### src/rtl/regfile_pkg.sv
// Shared types and constants for the scoreboarded register file.
// Latency: n/a (types and constants only).
// Backpressure: n/a.
package regfile_pkg;

    // Address width for a register file of the given depth; never below 1 bit.
    function automatic int adr_width(input int count);
        return (count > 1) ? $clog2(count) : 1;
    endfunction

    localparam int DEFAULT_REGISTER_COUNT = 32;
    localparam int DEFAULT_AW             = adr_width(DEFAULT_REGISTER_COUNT);

    typedef logic [DEFAULT_AW-1:0] regAdr_t;

    // Architectural zero register.
    localparam regAdr_t ZERO_ADR = '0;

endpackage

### src/rtl/flopRE.sv
// Word-wide storage flop with enable and synchronous active-low reset.
// Latency: one clock from d/en to q.
// Backpressure: none; q holds while en is low.
module flopRE #(
    parameter int WIDTH = 32
) (
    input  logic             clk,
    input  logic             reset,
    input  logic             en,
    input  logic [WIDTH-1:0] d,
    output logic [WIDTH-1:0] q
);

    // Load on enable; reset clears the stored word.
    always_ff @(posedge clk) begin
        if (!reset) begin
            q <= '0;
        end else if (en) begin
            q <= d;
        end
    end

endmodule

### src/rtl/register_scoreboard.sv
// Pending-write scoreboard: reservations, per-source readiness, issue stall, error flag.
// Latency: readiness and stall are combinational; reservations update on the clock edge.
// Backpressure: stall blocks issue on RAW (source pending) or WAW (destination pending).
module register_scoreboard
    import regfile_pkg::*;
#(
    parameter int REGISTER_COUNT = 32,
    parameter int READ_PORTS     = 2,
    parameter int ZERO_REG       = 1,
    parameter int AW             = $clog2(REGISTER_COUNT)
) (
    input  logic                          clk,
    input  logic                          reset,
    input  logic [READ_PORTS-1:0][AW-1:0] rs_adr,
    input  logic                          issue_valid,
    input  logic                          issue_uses_rd,
    input  logic [AW-1:0]                 issue_rd_adr,
    input  logic                          wb_valid,
    input  logic [AW-1:0]                 wb_rd_adr,
    output logic [READ_PORTS-1:0]         rs_ready,
    output logic                          stall,
    output logic [AW:0]                   pending_count,
    output logic                          wb_error
);

    logic [REGISTER_COUNT-1:0] pending;
    logic [REGISTER_COUNT-1:0] pending_nxt;
    logic                      rd_free;
    logic                      set_en;
    logic                      clr_en;
    logic                      clr_same;
    logic                      inc;
    logic                      dec;
    logic [AW:0]               count_nxt;
    logic                      error_nxt;

    function automatic logic is_zero(input logic [AW-1:0] adr);
        return (ZERO_REG != 0) && (adr == AW'(ZERO_ADR));
    endfunction

    // Source readiness: not reserved, or the writeback this cycle produces it.
    always_comb begin
        rs_ready = '0;
        for (int p = 0; p < READ_PORTS; p++) begin
            rs_ready[p] = is_zero(rs_adr[p]) || !pending[rs_adr[p]] ||
                          (wb_valid && (wb_rd_adr == rs_adr[p]));
        end
    end

    // Hazard detection and next scoreboard state; a same-cycle set beats a clear.
    always_comb begin
        rd_free     = is_zero(issue_rd_adr) || !pending[issue_rd_adr] ||
                      (wb_valid && (wb_rd_adr == issue_rd_adr));
        stall       = issue_valid && (!(&rs_ready) || (issue_uses_rd && !rd_free));
        set_en      = issue_valid && !stall && issue_uses_rd && !is_zero(issue_rd_adr);
        clr_en      = wb_valid && !is_zero(wb_rd_adr);
        clr_same    = clr_en && (wb_rd_adr == issue_rd_adr);
        pending_nxt = pending;
        if (clr_en) begin
            pending_nxt[wb_rd_adr] = 1'b0;
        end
        if (set_en) begin
            pending_nxt[issue_rd_adr] = 1'b1;
        end
        // A set only adds to the count when the bit is not already held going forward.
        inc       = set_en && !(pending[issue_rd_adr] && !clr_same);
        dec       = clr_en && pending[wb_rd_adr];
        count_nxt = pending_count + (AW+1)'(inc) - (AW+1)'(dec);
        error_nxt = wb_error || (clr_en && !pending[wb_rd_adr]);
    end

    // Scoreboard state; reset drops every reservation without writebacks.
    always_ff @(posedge clk) begin
        if (!reset) begin
            pending       <= '0;
            pending_count <= '0;
            wb_error      <= 1'b0;
        end else begin
            pending       <= pending_nxt;
            pending_count <= count_nxt;
            wb_error      <= error_nxt;
        end
    end

endmodule

### src/rtl/scoreboard_regfile.sv
// Multi-read-port register file with pending-write scoreboard and writeback bypass.
// Latency: reads are combinational (0 cycles) with same-cycle wb_data bypass; writes land on the edge.
// Backpressure: stall holds decode when a source or the destination has an outstanding write.
module scoreboard_regfile
    import regfile_pkg::*;
#(
    parameter int WORD_SIZE      = 32,
    parameter int REGISTER_COUNT = 32,
    parameter int READ_PORTS     = 2,
    parameter int ZERO_REG       = 1,
    parameter int AW             = $clog2(REGISTER_COUNT)
) (
    input  logic                                 clk,
    input  logic                                 reset,
    input  logic [READ_PORTS-1:0][AW-1:0]        rs_adr,
    output logic [READ_PORTS-1:0][WORD_SIZE-1:0] rs_data,
    output logic [READ_PORTS-1:0]                rs_ready,
    input  logic                                 issue_valid,
    input  logic                                 issue_uses_rd,
    input  logic [AW-1:0]                        issue_rd_adr,
    output logic                                 stall,
    input  logic                                 wb_valid,
    input  logic [AW-1:0]                        wb_rd_adr,
    input  logic [WORD_SIZE-1:0]                 wb_data,
    output logic [AW:0]                          pending_count,
    output logic                                 wb_error
);

    logic [WORD_SIZE-1:0]      regs [REGISTER_COUNT];
    logic [REGISTER_COUNT-1:0] wr_en;

    // Per-register write enable; the zero register never loads when hardwired.
    always_comb begin
        wr_en = '0;
        for (int i = 0; i < REGISTER_COUNT; i++) begin
            wr_en[i] = wb_valid && (wb_rd_adr == AW'(i)) && !((ZERO_REG != 0) && (i == 0));
        end
    end

    for (genvar i = 0; i < REGISTER_COUNT; i++) begin : g_reg
        flopRE #(.WIDTH(WORD_SIZE)) u_reg (
            .clk   (clk),
            .reset (reset),
            .en    (wr_en[i]),
            .d     (wb_data),
            .q     (regs[i])
        );
    end

    for (genvar p = 0; p < READ_PORTS; p++) begin : g_rd
        // Read mux: hardwired zero first, then writeback bypass, then storage.
        always_comb begin
            if ((ZERO_REG != 0) && (rs_adr[p] == AW'(ZERO_ADR))) begin
                rs_data[p] = '0;
            end else if (wb_valid && (wb_rd_adr == rs_adr[p])) begin
                rs_data[p] = wb_data;
            end else begin
                rs_data[p] = regs[rs_adr[p]];
            end
        end
    end

    register_scoreboard #(
        .REGISTER_COUNT (REGISTER_COUNT),
        .READ_PORTS     (READ_PORTS),
        .ZERO_REG       (ZERO_REG),
        .AW             (AW)
    ) u_sb (
        .clk           (clk),
        .reset         (reset),
        .rs_adr        (rs_adr),
        .issue_valid   (issue_valid),
        .issue_uses_rd (issue_uses_rd),
        .issue_rd_adr  (issue_rd_adr),
        .wb_valid      (wb_valid),
        .wb_rd_adr     (wb_rd_adr),
        .rs_ready      (rs_ready),
        .stall         (stall),
        .pending_count (pending_count),
        .wb_error      (wb_error)
    );

endmodule
### config.mk
export PLATFORM = sky130hd
export DESIGN_NAME = scoreboard_regfile
export DESIGN_NICKNAME = d
export VERILOG_FILES = /design/src/rtl/regfile_pkg.sv /design/src/rtl/flopRE.sv /design/src/rtl/register_scoreboard.sv /design/src/rtl/scoreboard_regfile.sv
export SDC_FILE = /design/constraint.sdc
export NUM_CORES = 2
export LEC_CHECK = 0
export ABC_CLOCK_PERIOD_IN_PS = 3950
export BUFFER_PORTS_ARGS = -buffer_cell sky130_fd_sc_hd__buf_4
export CAP_MARGIN = 20
export CORE_ASPECT_RATIO = 1.1
export CORE_MARGIN = 5
export CORE_UTILIZATION = 30
export CTS_BUF_LIST = sky130_fd_sc_hd__clkbuf_4 sky130_fd_sc_hd__clkbuf_8 sky130_fd_sc_hd__clkbuf_16
export CTS_CLUSTER_DIAMETER = 120
export DETAILED_ROUTE_END_ITERATION = 12
export GPL_ROUTABILITY_DRIVEN = 1
export PLACE_DENSITY = 0.51
export SETUP_SLACK_MARGIN = 0.5
export SYNTH_ARGS = -nofsm -noshare
export SYNTH_HDL_FRONTEND = slang
export SYNTH_HIERARCHICAL = 1
export SYNTH_SLANG_ARGS = --single-unit
export TNS_END_PERCENT = 5
### constraint.sdc
create_clock -name clk -period 3.95 [get_ports clk]
set_input_delay 0.79 -clock clk [delete_from_list [all_inputs] [get_ports clk]]
set_output_delay 0.79 -clock clk [all_outputs]
set_load 0.005 [all_outputs]
==> metrics.md <==
| Metric | Value |
|---|---|
| Slew HR | `34.5%` |
| Synth unique cells | `74` |
| Critical path class | `input port to output pin` |
| Core ar. | `0.200 mm²` |
| Critical path endpoint category | `output pin` |
| Syn Nets | `5274` |
| CP Data Arrival Time | `2890 ps` |
| First drt pass iteration count | `5` |
| Register area share after synthesis | `35.3%` |
| Ports | `131` |
| Clock skew | `46.8 ps` |
| Global-route wire length before repair | `334 mm` |
| Critical path's most frequent cell | `buf_4` |
| Tcrit/Tclk final | `93.3%` |
| Bufs and invs on worst path | `6` |
| EDFF count, synth | `0` |
| Fmax | `271 MHz` |
| Final Cell Area | `0.0713 mm²` |
| HPWL after DPL | `143 mm` |
| Die area | `0.210 mm²` |
| Tmin final | `3680 ps` |
| GR Util met2 | `35.3%` |
| CTS root buffer | `clkbuf_16` |
| 1st-iter DRT viols | `4522` |
| GRT Total Usage | `21.6%` |
| Clock sink count | `1063` |
| Cell accounting for the most synthesized area | `dfxtp_1` |
| Commonest cells after routing, fill and taps aside | `1289 x mux2i_1, 1063 x dfxtp_1, 1035 x nor2b_1, 423 x mux4_2, 376 x buf_4` |
| Via density | `5.47` |
| Worst-Margin Slew | `980 ps` |
| Outcome | `finished, final reports clean` |
| Max-cap violations | `0` |
| Critical Path RT | `3160 ps` |
| Met3 global-route usage | `3.08%` |
| Post-route setup TNS | `0 ps` |
| Max H-tree Level | `3` |
| CTS tree | `done` |
| Area post-placement | `0.0647 mm²` |
| Power Density | `366 mW/mm²` |
| GP Congestion | `0.867` |
| # DRC | `0` |
| Slowest-stage cell, CP | `a32o_2` |
| Top_reg_cell synth | `dfxtp_1` |
| Fill cells | `19.8k` |
| RSZ-0062 raised after global routing | `true` |
| Number of global-route vias before repair | `44.0k` |
| Area growth, synth to finish | `18.4%` |
| Final Util | `35.7%` |
| Port bufs | `130` |
| Crit-path max FO | `13` |
| Cells after Synth | `5210` |
| Final Max Slew Viols | `0` |
| Worst setup SP type | `input port` |
| CP peak stage delay | `310 ps` |
| Routed len/inst | `28.8 µm` |
| Antenna Nets Post-Route | `0` |
| Post-Syn Area | `0.0602 mm²` |
| Clock latency on the worst-skew pair | `790 ps` |
| Hold slack | `414 ps` |
| Yosys top cell area share | `35.3%` |
| Row count | `172` |
| Max Root-Sink Buffers | `3` |
| VDD IR max | `0.000361 V` |
| Yosys warning count | `6` |
| Die height | `480 µm` |
| Global-route layer with the greatest usage | `met2` |
| Worst path cell trace | `clkbuf_8 -> buf_4 -> nand3b_1 -> buf_6 -> buf_4 -> o22ai_1 -> a211oi_1 -> nand2_1 -> a32o_2 -> buf_4 -> buf_4` |
| GR Overflow Total | `0` |
| Pwr Total | `26100 µW` |
| Layout cell share with drive strength beyond 1 | `25.8%` |
| Final WL | `235 mm` |
| Final hold viol count | `0` |
| Clk slew on worst S/H paths | `60 ps` |
| DR vias | `44.5k` |
| Setup violations, final | `0` |
| Largest net degree at the start of global routing | `201` |
| R2R Setup Slk | `770 ps` |
| Lkg Pwr | `0.0231 µW` |
| Top cells by area, synth | `dfxtp_1 35%, mux2i_1 22%, mux4_2 16%` |
| Post-synth ARST share | `0%` |
| # hold bufs at CTS | `0` |
| Kind of cell adding the most delay to the critical path | `buffers and inverters` |
| Most common cell after layout, fill and taps aside | `mux2i_1` |
| Yosys reg bits | `1063` |
| Starting density of the core | `30.2%` |
| Nets | `5491` |
| Syn Area/Cell | `11.6 µm²` |
| CTS Buf Count | `121` |
| Global Route met1 Usage | `29.1%` |
| Initial antenna violation count | `13` |
| Width of the die | `437 µm` |
| Hold WC Path Type | `input port to register` |
## cells in the mapped netlist, types with 6 or more instances
master / number
a211oi_1: 32
nor2_1: 88
buf_6: 49
a211o_1: 7
a32o_1: 32
a21oi_1: 77
buf_2: 80
a31oi_1: 8
xor2_1: 13
buf_12: 96
o21ai_0: 57
mux2i_1: 1294
nand2_1: 97
o211ai_1: 33
nand3b_1: 6
o21ai_2: 30
and2_1: 11
mux4_2: 423
o221ai_1: 39
o22ai_1: 35
nor3_1: 9
inv_1: 21
a22oi_1: 142
mux2_2: 21
buf_4: 27
xnor2_1: 17
o32ai_1: 6
buf_1: 15
clkbuf_1: 204
nand3_1: 45
a221oi_1: 6
nand4_1: 8
dfxtp_1: 1063
nor2b_1: 1038
ha_1: 6
nand2b_1: 10
## kinds of logic (layout without fill, tap and decap cells)
| family | count (synthesis) | after routing | synth area share (%) |
|---|---|---|---|
| multiplexers | 1740 | 1740 | 37.8 |
| buffers and inverters | 494 | 818 | 6.66 |
| AO/OA/AOI/OAI | 538 | 538 | 6.48 |
| adder cells (fa/ha/maj) | 7 | 7 | 0.158 |
| XOR/XNOR | 30 | 30 | 0.436 |
| flip-flops | 1063 | 1063 | 35.3 |
| other | 1 | 5 | 0.00623 |
| AND/OR/NAND/NOR | 1337 | 1337 | 13.1 |
## report_power, final
part           switching, µW  total (µW)  leakage [µW]  internal (µW)
clock                   5000       12100       0.00216           7060
sequential              81.5       10900       0.00858          10800
combinational           1770        3090        0.0124           1320
total                   6850       26100        0.0231          19200
## tightest hold or removal path, stage by stage
cell,delay (ps)
buf_4,130
nor2_1,100
nand4_1,100
o21ai_2,50
## registers in the layout, summed over array words and instances (netlist names)
| register | flops |
|---|---|
| g.u_reg/q | 1024 |
| u_sb/pending | 32 |
| u_sb/pending_count | 6 |
| u_sb/wb_error | 1 |
## worst paths after layout
check	start	depth (start not counted)	to
min	issue_rd_adr[3]	4	u_sb/pending[1]
max	rs_adr[1]	11	rs_data[8]
max reg2reg	u_sb/pending[7]	14	u_sb/pending_count[5]
min reg2reg	u_sb/wb_error	1	u_sb/wb_error
## metal layers
layer  vias to the layer above  routed length, µm
li1                      19600                  -
met2                      1672             110000
met1                     22800             102000
met5                         -                 36
met4                         6               9030
met3                       398              13700
## per-stage QoR
stage / setup slack (ps) / instances
2_1_floorplan: 429 / 5210
3_3_place_gp: -25.0 / 7798
3_5_place_dp: -1.03 / 7798
4_1_cts: 308 / 8127
5_1_grt: 260 / 8147
6_report: 266 / 8148
## layout make-up
type	instances	area, µm²	area share, %
Clock inverter	45	536	0.751
Inverter	21	78.8	0.111
Tap cell	2610	3270	4.58
Sequential cell	1063	21300	29.9
Timing Repair Buffer	567	6700	9.40
Multi-Input combinational cell	3653	35700	50.0
Antenna cell	4	10.0	0.0140
Clock buffer	185	3740	5.25
## timing repair
| item | CTS | global route |
|---|---|---|
| buffers inserted | 81 | 13 |
| endpoints found under the setup margin | 65 | 66 |
| gates cloned | 18 | 4 |
| pin swaps | 35 | 9 |
| gates resized for setup | 149 | 35 |
| endpoints found under the hold margin | 0 | 0 |
Power figures use the tool's default switching activity.
